### src/rtl/assoc_cache_controller.sv
// rtl/assoc_cache_controller.sv - control FSM for an N-way set-associative read-only cache
module assoc_cache_controller #(
    parameter int TAG_WIDTH   = 3,
    parameter int INDEX_WIDTH = 5,
    parameter int BLOCK_WIDTH = 2,
    parameter int WAYS        = 2,
    localparam int WAY_WIDTH  = (WAYS > 1) ? $clog2(WAYS) : 1,
    localparam int SETS       = 2 ** INDEX_WIDTH
) (
    input  logic                   i_clock,
    input  logic                   i_reset,
    input  logic                   i_rd,
    input  logic [TAG_WIDTH-1:0]   i_tag,
    input  logic [INDEX_WIDTH-1:0] i_index,
    input  logic [BLOCK_WIDTH-1:0] i_block,
    input  logic [WAYS-1:0]        i_hit,
    input  logic                   i_flush,
    input  logic                   i_mem_ack,
    output logic                   o_mem_rd,
    output logic [TAG_WIDTH-1:0]   o_tag,
    output logic [INDEX_WIDTH-1:0] o_index,
    output logic [BLOCK_WIDTH-1:0] o_block,
    output logic [WAY_WIDTH-1:0]   o_way,
    output logic                   o_wr,
    output logic                   o_cl,
    output logic                   o_hit,
    output logic                   o_busy
);

    typedef enum logic [1:0] {
        ST_INIT = 2'd0,
        ST_IDLE = 2'd1,
        ST_FILL = 2'd2
    } state_t;

    state_t                 state_q;
    state_t                 state_d;
    logic [INDEX_WIDTH-1:0] count_q;
    logic [TAG_WIDTH-1:0]   tag_q;
    logic [INDEX_WIDTH-1:0] index_q;
    logic [BLOCK_WIDTH-1:0] blk_q;
    logic [WAY_WIDTH-1:0]   victim_q;
    logic [WAY_WIDTH-1:0]   victim_next;
    logic [WAY_WIDTH-1:0]   hit_way;
    logic                   any_hit;
    logic                   last_word;
    logic [WAY_WIDTH-1:0]   rr [SETS];

    assign any_hit   = |i_hit;
    assign last_word = (blk_q == {BLOCK_WIDTH{1'b1}});

    // Priority encode the hit vector: lowest set way wins if the tag array reports several
    always_comb begin
        hit_way = '0;
        for (int w = WAYS - 1; w >= 0; w--) begin
            if (i_hit[w]) begin
                hit_way = WAY_WIDTH'(w);
            end
        end
    end

    // Round-robin successor of the current victim; a single way stays pinned at 0
    always_comb begin
        victim_next = '0;
        if (WAYS > 1) begin
            victim_next = victim_q + WAY_WIDTH'(1);
        end
    end

    // State register
    always_ff @(posedge i_clock) begin
        if (i_reset) begin
            state_q <= ST_INIT;
        end else begin
            state_q <= state_d;
        end
    end

    // Next-state decode and all combinational outputs
    always_comb begin
        state_d  = state_q;
        o_tag    = i_tag;
        o_index  = i_index;
        o_block  = i_block;
        o_way    = '0;
        o_wr     = 1'b0;
        o_cl     = 1'b0;
        o_mem_rd = 1'b0;
        o_hit    = 1'b0;
        o_busy   = 1'b1;
        case (state_q)
            ST_INIT: begin
                o_cl    = 1'b1;
                o_index = count_q;
                if (count_q == {INDEX_WIDTH{1'b1}}) begin
                    state_d = ST_IDLE;
                end
            end
            ST_IDLE: begin
                o_busy = 1'b0;
                o_hit  = any_hit;
                o_way  = hit_way;
                if (i_flush) begin
                    state_d = ST_INIT;
                end else if (i_rd && !any_hit) begin
                    state_d = ST_FILL;
                end
            end
            ST_FILL: begin
                o_mem_rd = 1'b1;
                o_tag    = tag_q;
                o_index  = index_q;
                o_block  = blk_q;
                o_way    = victim_q;
                o_wr     = i_mem_ack;
                if (i_mem_ack && last_word) begin
                    state_d = ST_IDLE;
                end
            end
            default: begin
                state_d = ST_INIT;
            end
        endcase
    end

    // Set-clear counter; restarts from zero on reset or an accepted flush
    always_ff @(posedge i_clock) begin
        if (i_reset) begin
            count_q <= '0;
        end else if (state_q == ST_INIT) begin
            count_q <= count_q + INDEX_WIDTH'(1);
        end else if (state_q == ST_IDLE && i_flush) begin
            count_q <= '0;
        end
    end

    // Miss address latches, refill word counter and per-set round-robin pointers
    always_ff @(posedge i_clock) begin
        if (!i_reset) begin
            case (state_q)
                ST_INIT: begin
                    rr[count_q] <= '0;
                end
                ST_IDLE: begin
                    if (!i_flush && i_rd && !any_hit) begin
                        tag_q    <= i_tag;
                        index_q  <= i_index;
                        blk_q    <= '0;
                        victim_q <= rr[i_index];
                    end
                end
                ST_FILL: begin
                    if (i_mem_ack) begin
                        blk_q <= blk_q + BLOCK_WIDTH'(1);
                        if (last_word) begin
                            rr[index_q] <= victim_next;
                        end
                    end
                end
                default: begin
                end
            endcase
        end
    end

endmodule

### config.mk
export PLATFORM = sky130hd
export DESIGN_NAME = assoc_cache_controller
export DESIGN_NICKNAME = d
export VERILOG_FILES = /design/src/rtl/assoc_cache_controller.sv
export SDC_FILE = /design/constraint.sdc
export NUM_CORES = 1
export LEC_CHECK = 0
export CORE_UTILIZATION = 45
export CTS_CLUSTER_DIAMETER = 120
export DETAILED_ROUTE_END_ITERATION = 8
export PLACE_DENSITY = 0.7
export SYNTH_ARGS = -nofsm -noshare
export SYNTH_HDL_FRONTEND = slang
export SYNTH_SLANG_ARGS = --single-unit
### constraint.sdc
create_clock -name i_clock -period 2.2 [get_ports i_clock]
set_input_delay 0.33 -clock i_clock [delete_from_list [all_inputs] [get_ports i_clock]]
set_output_delay 0.33 -clock i_clock [all_outputs]
set_load 0.1 [all_outputs]
==> impl_metrics.tcl <==
set metrics [dict create \
    rsz0062_at_grt "false" \
    ys_ff_latch 50 \
    setup_viol 0 \
    ys.flop_type "edfxtp_1" \
    fin_nets 312 \
    route.antenna.remaining_nets 0 \
    grt_pass1_wl_mm 9.40 \
    p_switching_uw 897 \
    status "completed" \
    async_flop_share_pct 0 \
    postLayoutCoreUtil_pct 61.5 \
    worstSetupStartpointType "register" \
    final_area_um2 3430 \
    grt.total_usage_pct 20.3 \
    power_mw 2.48 \
    ioPinCount 33 \
    clkSlewWorstSetupHoldPaths_ns 0.10 \
    ys_seq_area_share_pct 54.6 \
    clock_sinks 50 \
    synth_cells 243 \
    num_antenna_cells 0 \
    slew_headroom_pct 49.5 \
    gp_congestion 0.812 \
    holdWs_ns 0.498 \
    htreeDepth 2 \
    crit_fanout 9 \
    min_period_over_period_pct 94.8 \
    crit_arrival_ns 1.76 \
    period_needed_ns 2.09 \
    ir_drop_v 0.000375 \
    fillCellCount 461 \
    dpl.hpwl_mm 4.13 \
    vias 1986 \
    synth_edf_count 43 \
    critPathRequiredTime_ns 1.87 \
    power_frac_seq_pct 43.5 \
    syn_area_um2 2620 \
    crit_type "register to primary output" \
    initial_core_util_pct 47.1 \
    syn-num-nets 267 \
    switching_share_pct 36.1 \
    max_slew.worst_pin.slew_ns 0.754 \
    die_w_um 78.4 \
    fp.dieH_um 78.4 \
    grt_max_degree 33 \
    max-cap-violations 0 \
    fin_worst_skew_ns 0.0175 \
    power_density_nw_per_um2 724 \
    wl_mm 5.67 \
    portBuffers 32 \
    clk_path_buf_depth 2 \
    cts_root_buffer "clkbuf_8" \
    report.final.slew_viol_count 0 \
    rrSetupSlack_ns 0.23 \
    hp-class "register to register" \
    cts_tree "built" \
    die-area_um2 6140 \
    p_int_mw 1.59 \
    wire_per_inst_um 15.7 \
    p_leak_nw 1.29 \
    ys_warn_count 0 \
    drc 0 \
    syn_to_final_growth_pct 30.7 \
    ys_types 38 \
    drtIter0Drc 143 \
    clock_latency_ns 0.32 \
    multiInputGateArea_um2 1180 \
    grt_pass1_vias 1914 \
    vias_per_cell 5.50 \
    drive_gt1_share_pct 21.5 \
    comb_power_share_pct 34.5 \
    cts_buffers 5 \
    hold_viol_final 0 \
    syn_area_per_cell_um2 10.8 \
    ff_latch_area_um2 1430 \
    drt-pass1-iter-count 4 \
    grt_overflow 0 \
    placed_cell_area_um2 3330 \
    antenna_found_initial 0 \
    crit_path_end_kind "primary output" \
    ctsHoldBuffers 0 \
    clockPowerShare_pct 22.0 \
    clock.fmax_ghz 0.480 \
    core_area_um2 5570 \
    rows 27 \
]
[registers in the layout, summed over array words and instances, names as in the netlist]
register / cells
blk_q: 2
count_q: 5
index_q: 5
rr: 32
state_q: 2
tag_q: 3
victim_q: 1
[cell usage in the layout (no fill, tap or decap), types with 3 or more instances in the layout]
cell type	count
nand3_1	4
o21ai_0	3
and3_1	3
nand3b_1	3
buf_4	13
nand2_1	29
clkdlybuf4s50_1	16
mux2_2	6
nor2b_1	5
nor3_1	4
clkbuf_8	5
nand2b_1	3
ha_1	5
nand2_2	4
a31oi_1	3
a21oi_1	6
nor2_1	45
inv_1	5
dfxtp_1	7
a211oi_1	3
edfxtp_1	43
buf_12	18
a22oi_1	8
mux2i_1	18
[final cells by class]
| class | instances | share of cell area, % |
|---|---|---|
| repair buffers | 47 | 18.0 |
| flip-flops and latches | 50 | 41.7 |
| well taps | 72 | 2.63 |
| clock buffers | 5 | 2.01 |
| multi-input cells | 179 | 34.4 |
| inverters | 5 | 0.547 |
| clock inverters | 3 | 0.620 |
[Yosys cell counts, types with 2 or more instances]
library cell,number,share of area [%]
nand2b_1,3,0.72
dfxtp_1,7,5.3
edfxtp_1,43,49
nor3b_1,2,0.57
a31oi_1,4,0.95
nor2_1,48,6.9
mux2i_1,18,6.9
clkbuf_1,3,0.43
and2_1,3,0.72
o21ai_0,3,0.57
a21oi_1,6,1.1
nor2b_1,5,1.2
nand3_1,5,0.95
nand3b_1,3,0.86
buf_2,2,0.38
nand2_1,33,4.7
inv_1,5,0.72
buf_6,3,1.3
o21ai_1,2,0.38
nand4b_1,2,0.67
mux2_2,6,2.6
ha_1,7,3.3
a211oi_1,3,0.86
and3_1,3,0.72
nor3_1,4,0.76
a22oi_1,8,2.3
[per-layer routing]
layer / part of all wire [%] / GRT usage (%) / vias to the layer above
met5: 0 / 0 / -
met4: 1.4 / 7.04 / 0
met3: 5.5 / 4.42 / 6
met2: 47 / 31.4 / 71
met1: 47 / 28.2 / 947
li1: - / - / 962
[kinds of logic after synthesis]
family | share of synthesized area [%]
AO/OA/AOI/OAI | 8.58
adder cells (fa/ha/maj) | 3.34
buffers and inverters | 3.10
flip-flops | 54.6
multiplexers | 10.3
AND/OR/NAND/NOR | 20.1
[path summary, 6_finish.rpt]
check	cells after the start	to	startpoint
worst min-delay path	2	state_q[0]	state_q[0]
worst max register to register	5	rr[26]	state_q[0]
worst min register to register	2	state_q[0]	state_q[0]
worst max-delay path	5	o_block[1]	state_q[0]
[power by group through the flow]
| stage | combinational, mW | sequential (mW) | clock (mW) |
|---|---|---|---|
| 6_report | 0.858 | 1.08 | 0.547 |
| 5_1_grt | 0.901 | 1.08 | 0.585 |
| 4_1_cts | 0.860 | 1.08 | 0.549 |
| 3_5_place_dp | 0.856 | 1.10 | 0 |
| 3_3_place_gp | 0.851 | 1.10 | 0 |
| 2_1_floorplan | 0.552 | 1.09 | 0 |
[repair_timing]
item                                    in CTS  in global routing
resized for setup                            0                  1
setup buffers                                0                  1
endpoints found under the setup margin       0                  8
[worst max-delay path: stages, from the launching register on]
cell,delay [ns]
dfxtp_1,0.35
inv_1,0.12
ha_4,0.21
buf_4,0.20
mux2_2,0.38
buf_12,0.17
[per-stage QoR]
stage / TNS [ns] / worst slack, ns / instances
after floorplan: -0.950 / -0.181 / 243
after global placement: 0 / 0.0603 / 352
after detailed placement: -0.00642 / -0.00642 / 352
after CTS: 0 / 0.0617 / 360
after global routing: 0 / 0.0241 / 361
final: 0 / 0.115 / 361
No activity file was read; power rests on OpenSTA's default activity.
